<file path="src/rtl/dmem_bridge_pkg.sv">
// Shared definitions for the data-side memory bridge: FSM encoding and the
// default load value returned when a bus access times out.
package dmem_bridge_pkg;

  typedef enum logic [1:0] {
    IDLE = 2'd0,
    REQ  = 2'd1,
    RESP = 2'd2,
    DONE = 2'd3
  } state_t;

  localparam logic [31:0] ERR_DATA_DEFAULT = 32'hDEADBEEF;

endpackage

</file>
<file path="src/rtl/dmem_bridge.sv">
// Bridges the core's single-cycle M-stage memory port onto a valid/ready
// request + response bus, stalling the pipeline while an access is outstanding.
module dmem_bridge
  import dmem_bridge_pkg::*;
#(
  parameter int                ADDR_W   = 32,
  parameter int                DATA_W   = 32,
  parameter int                TIMEOUT  = 255,
  parameter logic [DATA_W-1:0] ERR_DATA = ERR_DATA_DEFAULT
) (
  input  logic              clk,
  input  logic              rst,
  input  logic              i_read_en,
  input  logic              i_write_en,
  input  logic [ADDR_W-1:0] i_memaddr,
  input  logic [DATA_W-1:0] i_write_data,
  output logic [DATA_W-1:0] o_read_data,
  output logic              o_exstall,
  output logic              o_bus_valid,
  input  logic              i_bus_ready,
  output logic              o_bus_we,
  output logic [ADDR_W-1:0] o_bus_addr,
  output logic [DATA_W-1:0] o_bus_wdata,
  input  logic              i_bus_rvalid,
  input  logic [DATA_W-1:0] i_bus_rdata,
  output logic              o_err
);

  localparam int            CW       = (TIMEOUT > 0) ? $clog2(TIMEOUT + 1) : 1;
  localparam logic [CW-1:0] TMO_LAST = CW'((TIMEOUT > 0) ? TIMEOUT - 1 : 0);

  state_t        state, state_nx;
  logic [CW-1:0] cnt;
  logic          req;
  logic          busy;
  logic          tmo;

  always_comb begin
    req         = i_read_en | i_write_en;
    busy        = (state == REQ) || (state == RESP);
    tmo         = (TIMEOUT != 0) && busy && (cnt == TMO_LAST);
    state_nx    = state;
    o_bus_valid = 1'b0;
    o_exstall   = 1'b0;
    o_err       = 1'b0;
    case (state)
      IDLE: begin
        o_exstall = req;
        if (req) state_nx = REQ;
      end
      REQ: begin
        o_exstall = 1'b1;
        if (tmo) begin
          // Withdraw the request so the abort cannot coincide with a handshake.
          state_nx = DONE;
          o_err    = 1'b1;
        end else begin
          o_bus_valid = 1'b1;
          if (i_bus_ready) state_nx = RESP;
        end
      end
      RESP: begin
        o_exstall = 1'b1;
        if (tmo) begin
          state_nx = DONE;
          o_err    = 1'b1;
        end else if (i_bus_rvalid) begin
          state_nx = DONE;
        end
      end
      DONE: state_nx = IDLE;
      default: state_nx = IDLE;
    endcase
  end

  always_ff @(posedge clk) begin
    if (rst) begin
      state       <= IDLE;
      cnt         <= '0;
      o_bus_we    <= 1'b0;
      o_bus_addr  <= '0;
      o_bus_wdata <= '0;
      o_read_data <= '0;
    end else begin
      state <= state_nx;
      if (state == IDLE) begin
        cnt <= '0;
        if (req) begin
          o_bus_we    <= i_write_en;
          o_bus_addr  <= i_memaddr;
          o_bus_wdata <= i_write_data;
        end
      end else if (busy) begin
        cnt <= cnt + CW'(1);
      end
      // Load data lands in DONE, the cycle the core's M->W register samples it.
      if (tmo && !o_bus_we)
        o_read_data <= ERR_DATA;
      else if ((state == RESP) && i_bus_rvalid && !o_bus_we)
        o_read_data <= i_bus_rdata;
    end
  end

endmodule
</file>
<file path="config.mk">
export PLATFORM = sky130hd
export DESIGN_NAME = dmem_bridge
export DESIGN_NICKNAME = d
export VERILOG_FILES = /design/src/rtl/dmem_bridge_pkg.sv /design/src/rtl/dmem_bridge.sv
export SDC_FILE = /design/constraint.sdc
export NUM_CORES = 1
export LEC_CHECK = 0
export CAP_MARGIN = 20
export CORE_ASPECT_RATIO = 0.75
export CORE_MARGIN = 4
export CORE_UTILIZATION = 36
export CTS_CLUSTER_DIAMETER = 200
export DETAILED_ROUTE_END_ITERATION = 7
export PLACE_DENSITY = 0.8
export SKIP_LAST_GASP = 1
export SLEW_MARGIN = 20
export SYNTH_ARGS = -nofsm -noshare
export SYNTH_HDL_FRONTEND = slang
export SYNTH_SLANG_ARGS = --single-unit
</file>
<file path="constraint.sdc">
create_clock -name clk -period 1.7 [get_ports clk]
set_input_delay 0.255 -clock clk [delete_from_list [all_inputs] [get_ports clk]]
set_output_delay 0.255 -clock clk [all_outputs]
set_load 0.02 [all_outputs]
</file>
==> Yosys cells after proc, flatten, opt, wreduce, memory -nomap -nowiden <==
Index checks and enable logic that the tools add are counted.
{ "totals": {"reg_bits": 107, "inputBits": 102, "output_inout_bits": 100} }
{ "op_classes": {"add_sub_neg": 1, "eq_ne": 7, "n_mux": 13, "bitwise": 1, "reduce_logical": 13} }
{ "op_table": {"columns": ["cell", "count"], "rows": [
  ["2-to-1 mux 32 bit", 2],
  ["2-to-1 mux 2 bit", 5],
  ["adder 8 x 1 -> 8 bit, second input constant", 1],
  ["== test 8 bit, second input constant", 1],
  ["one-hot mux 2 bit (4 select lines)", 1],
  ["inequality test 3 bit, second input constant", 2],
  ["OR reduction 2 bit", 3],
  ["== test 2 bit, second input constant", 2],
  ["logical AND 1 bit", 4],
  ["2-to-1 mux 1 bit", 4],
  ["AND reduction 3 bit", 1],
  ["== test 2 x 1 -> 1 bit, second input constant", 1],
  ["zero test 2 bit", 1],
  ["inequality test 2 bit, second input constant", 1],
  ["one-hot mux 1 bit (2 select lines)", 1],
  ["AND reduction 2 bit", 1],
  ["nonzero test 2 bit", 1],
  ["zero test 1 bit", 1],
  ["logical OR 1 bit", 1],
  ["OR 1 bit", 1]
]} }

==> Longest topological paths before layout <==
{ "logic_depth": {"word_depth": 5, "ltp_mapped": 9, "mapped_depth_nobuf": 7} }

==> Worst setup path after synthesis <==
No wires, ideal clock.
{ "synth_timing": {"path_kind": "reg2reg", "from": "reg state[0]", "to": "reg o_read_data[14]", "arrival_ns": 1.643, "required_time_ns": 1.584, "path_slack_ns": -0.059, "stages_incl_launch_ff": 10, "n_path_buf": 3, "period_less_slack_ns": 1.759, "path_cell_list": "dfxtp_1 -> inv_1 -> ha_1 -> buf_2 -> nand4_1 -> or3_1 -> buf_6 -> nand2b_1 -> buf_4 -> a21oi_1"} }
{ "synth_via": {"elab_chain_cells": 5, "elab_cells_between_ends": 8, "cone_classes": "eq/ne (2); reduce/logical (6)"} }
{ "synth_lines": {"columns": ["element", "line_no", "source"], "rows": [
  ["start: declaration", "dmem_bridge.sv:32", "state_t state, state_nx;"],
  ["start signal: assignment", "dmem_bridge.sv:85", "state <= state_nx;"],
  ["== test 2 x 1 -> 1 bit or == test 2 bit (tied branches)", "dmem_bridge.sv:40", "busy = (state == REQ) || (state == RESP);"],
  ["logical OR 1 bit (*)", "dmem_bridge.sv:40", null],
  ["via busy", "dmem_bridge.sv:35", "logic busy;"],
  ["logical AND 1 bit (*)", "dmem_bridge.sv:41", "tmo = (TIMEOUT != 0) && busy && (cnt == TMO_LAST);"],
  ["logical AND 1 bit (*)", "dmem_bridge.sv:97", "if (tmo && !o_bus_we)"],
  ["OR reduction 2 bit (no source line) (*)", null, null],
  ["end signal: assignment", "dmem_bridge.sv:100", "o_read_data <= i_bus_rdata;"],
  ["end: declaration", "dmem_bridge.sv:17", "output logic [DATA_W-1:0] o_read_data,"]
]} }
The timed path passes the listed nets; every way through them passes the cells marked *.
A chain may end at the register's enable or synchronous reset.

==> Worst setup path after layout <==
{ "layout_timing": {"from": "reg state[0]", "to": "out o_bus_valid"} }
{ "layout_via": {"elab_chain_cells": 5, "elab_cells_between_ends": 6, "cone_classes": "eq/ne (2); mux (2); reduce/logical (2)"} }
{ "layout_lines": {"columns": ["element", "line_no", "source"], "rows": [
  ["== test 2 x 1 -> 1 bit or == test 2 bit (tied branches)", "dmem_bridge.sv:40", null],
  ["logical OR 1 bit (*)", "dmem_bridge.sv:40", null],
  ["via busy", "dmem_bridge.sv:35", null],
  ["logical AND 1 bit (*)", "dmem_bridge.sv:41", null],
  ["2-to-1 mux 1 bit (*)", "dmem_bridge.sv:53", "if (tmo) begin"],
  ["2-to-1 mux 1 bit (*)", "dmem_bridge.sv:46", "case (state)"],
  ["end: declaration", "dmem_bridge.sv:19", "output logic o_bus_valid,"]
]} }
Marks and branches as above.

==> results.tsv <==
stage	metric	value	unit
power_and_ir_drop	clkPwrFrac	24.4	%
logic_synthesis	synthCells	499	
grt	grt_pass1_wl	20190	µm
cts	clockRootBuffer	clkbuf_16	
routing	avgRoutedWirePerCell	14.61	µm
routing	wirelength	12450	µm
power_and_ir_drop	p_sw	3094	µW
power_and_ir_drop	comb_power_share	40.0	%
cts	htree_levels	3	
timing	setup_violations	4	
routing	drtAntennaViolNets	0	
worst_hold_path	hold_class	in2reg	
timing	setup_tns	-326.3	ps
timing	max_freq	543.0	MHz
logic_synthesis	synthAdderAreaFrac	2.134	%
worst_setup_path	startpoint_type	flip-flop	
timing	finalHoldViolCount	0	
placed_design	dp_hpwl	9061	µm
grt	grt_antenna_before_repair	0	
status	violations	setup timing	
worst_setup_path	crit_buf_inv	3	
power_and_ir_drop	p_int	6027	µW
cells_and_area	final_cell_mix	196 x nand2_1, 196 x clkdlybuf4s50_1, 105 x dfxtp_1, 74 x a21oi_1, 28 x buf_4	
routing	drtIter0Drc	193	
grt	grt_pass1_vias	4116	
worst_setup_path	path_max_fanout	3	
worst_setup_path	critical_path.most_common_cell	inv_2	
worst_setup_path	crit_family	simple AND/OR/NAND/NOR gates	
grt	grt_usage	18.46	%
worst_setup_path	crit_required	1440	ps
logic_synthesis	synth_top_family_by_area	simple AND/OR/NAND/NOR gates	
cells_and_area	nNetsFinal	816	
timing	layout_setup_ws	-141.8	ps
logic_synthesis	yosysUniqueCellTypes	31	
cts	cts_max_path_buffers	2	
die	die_area	0.01319	mm²
timing	finClkSkew	7.634	ps
worst_setup_path	cp.arrival	1590	ps
cells_and_area	area_growth	65.85	%
placed_design	place.gp.congestion	0.7954	
grt	grt_start_max_net_pins	66	
power_and_ir_drop	leakage	0.002529	µW
worst_setup_path	crit_path_max_incr_delay	350	ps
worst_setup_path	crit_type	reg2out	
timing	slew_headroom	76.98	%
die	core	0.01102	mm²
logic_synthesis	ys_seq_elements	107	
worst_setup_path	worstSetupEndpointType	output pin	
routing	drcViolationCount	0	
logic_synthesis	yosys_warnings	0	
power_and_ir_drop	seq_power_share	35.6	%
cts	cts_hold_buffers	0	
placed_design	place_ws	-237.2	ps
logic_synthesis	synth-compound-area-share	16.89	%
timing	period_minus_slack	1842	ps
logic_synthesis	synth_nets	608	
logic_synthesis	synthMuxAreaShare	0.2439	%
die	io_pins	202	
cells_and_area	drive_above_1_share	11.94	%
status	outcome	complete, but fails checks	
power_and_ir_drop	p_per_area	1340	mW/mm²
cts	path_clk_slew	70	ps
job	max-cap-violations	0	
timing	rsz0062_at_grt	true	
grt	overflow	0	
worst_setup_path	crit_chain	inv_2, ha_4, nand4_1, or2_1, inv_2, nor2_2, buf_6	
timing	worst_slew_pin_slew	345.3	ps
die	floorplan.initialDensity	37.23	%
die	dieWidth	131.3	µm
routing	via_count	4112	
logic_synthesis	yosysSeqAreaShare	52.20	%
placed_design	port_buffers	201	
worst_setup_path	slowest_stage	dfxtp_2	
cts	cts-buffers-inserted	9	
cts	cts_tree	yes	
logic_synthesis	synthXorXnorAreaFrac	1.494	%
logic_synthesis	syn_area	0.004104	mm²
routing	vias_per_cell	4.826	
cts	cts_sinks	107	
routing	drt_first_pass_iters	4	
timing	finalCritPeriodShare	108.3	%
cells_and_area	n_antenna_cell	0	
power_and_ir_drop	swShare	33.92	%
logic_synthesis	synthSimpleGateAreaFrac	21.95	%
timing	finalMaxSlewViolations	0	
die	die_y	100.5	µm
logic_synthesis	synth.avg_cell_area	8.224	µm²
power_and_ir_drop	ir_drop	1.199	mV
die	rows	33	
cts	clock_latency	340	ps
## final timing paths
kind	from	end	slack, ps	depth (start not counted)
max	state[0]	o_bus_valid	-140	7
min	rst	state[1]	270	3
max reg2reg	state[0]	cnt[7]	-20	8
min reg2reg	o_bus_wdata[25]	o_bus_wdata[25]	450	2
## worst reg2reg max path, delay by kind of cell (launching register included)
kind / cells / cell delay [ps]
flip-flops: 1 / 350
XOR/XNOR: 1 / 130
adder cells (fa/ha/maj): 1 / 260
AND/OR/NAND/NOR: 3 / 590
buffers and inverters: 3 / 270
## sequential cells by signal, indices dropped and copies added (netlist names)
name         count
cnt              8
state            2
o_bus_wdata     32
o_bus_we         1
o_read_data     32
o_bus_addr      32
## per-stage QoR
stage | hold WS [ps] | instance area (µm²) | utilization [%] | total power (µW) | cells
after global routing | 269.4 | 6807 | 61.74 | 9660 | 852
after CTS | 243.2 | 6718 | 60.94 | 9022 | 846
after floorplan | 389.0 | 4109 | - | 5041 | 499
after global placement | 441.8 | 6386 | 57.93 | 6626 | 829
final | 272.2 | 6807 | 61.74 | 9121 | 852
after detailed placement | 446.5 | 6386 | 57.93 | 6740 | 829
## power by group through the flow
stage | sequential [µW] | clock, µW | combinational (µW)
floorplan | 3830 | 0 | 1210
global placement | 3260 | 0 | 3360
detailed placement | 3300 | 0 | 3440
CTS | 3240 | 2300 | 3480
global route | 3300 | 2400 | 3950
finish | 3240 | 2230 | 3650
## per-layer routing
| metal | track usage (%) | vias up | wire (µm) |
|---|---|---|---|
| met1 | 21.09 | 1912 | 5090 |
| met2 | 32.64 | 136 | 6156 |
| li1 | - | 2034 | - |
| met5 | 0 | - | 0 |
| met3 | 5.788 | 30 | 836 |
| met4 | 7.425 | 0 | 367 |
## cell type report
cell class | instances | area (µm²)
inverter | 9 | 33.78
multi-input combinational | 346 | 1795
tap | 140 | 175.2
clock inverter | 6 | 95.09
timing repair buffer | 234 | 2333
sequential | 107 | 2145
fill | 906 | 4218
clock buffer | 10 | 229.0
## timing repair
item | in CTS | in global routing
hold endpoints to repair | 0 | 0
buffers inserted | 1 | 6
gates resized for setup | 15 | 13
pin swaps | 1 | 3
setup endpoints to repair | 3 | 38
## cell families after synthesis
| family | count (synthesis) |
|---|---|
| multiplexers | 1 |
| AND/OR/NAND/NOR | 226 |
| XOR/XNOR | 7 |
| adder cells (fa/ha/maj) | 7 |
| AO/OA/AOI/OAI | 105 |
| buffers and inverters | 46 |
| flip-flops | 107 |
## synthesized netlist by cell type
cell type  count  area share [%]
nand2_1      196              18
buf_1          4            0.37
a21oi_1       74             9.0
ha_1           7             2.1
nand2b_1       5            0.76
buf_6          3            0.82
a31oi_1        4            0.61
buf_2          8            0.98
a31oi_2       20             6.1
buf_4          1            0.18
nor3_1         1            0.12
nand4_1        3            0.46
or3b_1         1            0.21
inv_1          9            0.82
xnor2_1        2            0.43
dfxtp_1      107              52
xor2_1         5             1.1
o22ai_1        1            0.15
nand4_2        1            0.30
o21ai_1        2            0.24
and3_1         2            0.30
a211oi_1       2            0.37
o21a_1         1            0.18
clkbuf_1      21             1.9
nor2_1        12             1.1
mux2i_1        1            0.24
or2_1          2            0.30
nand3_1        1            0.12
or3_1          1            0.15
o311ai_1       1            0.21
nor3b_1        1            0.18
Note: power is estimated with default switching activity, not from simulation.
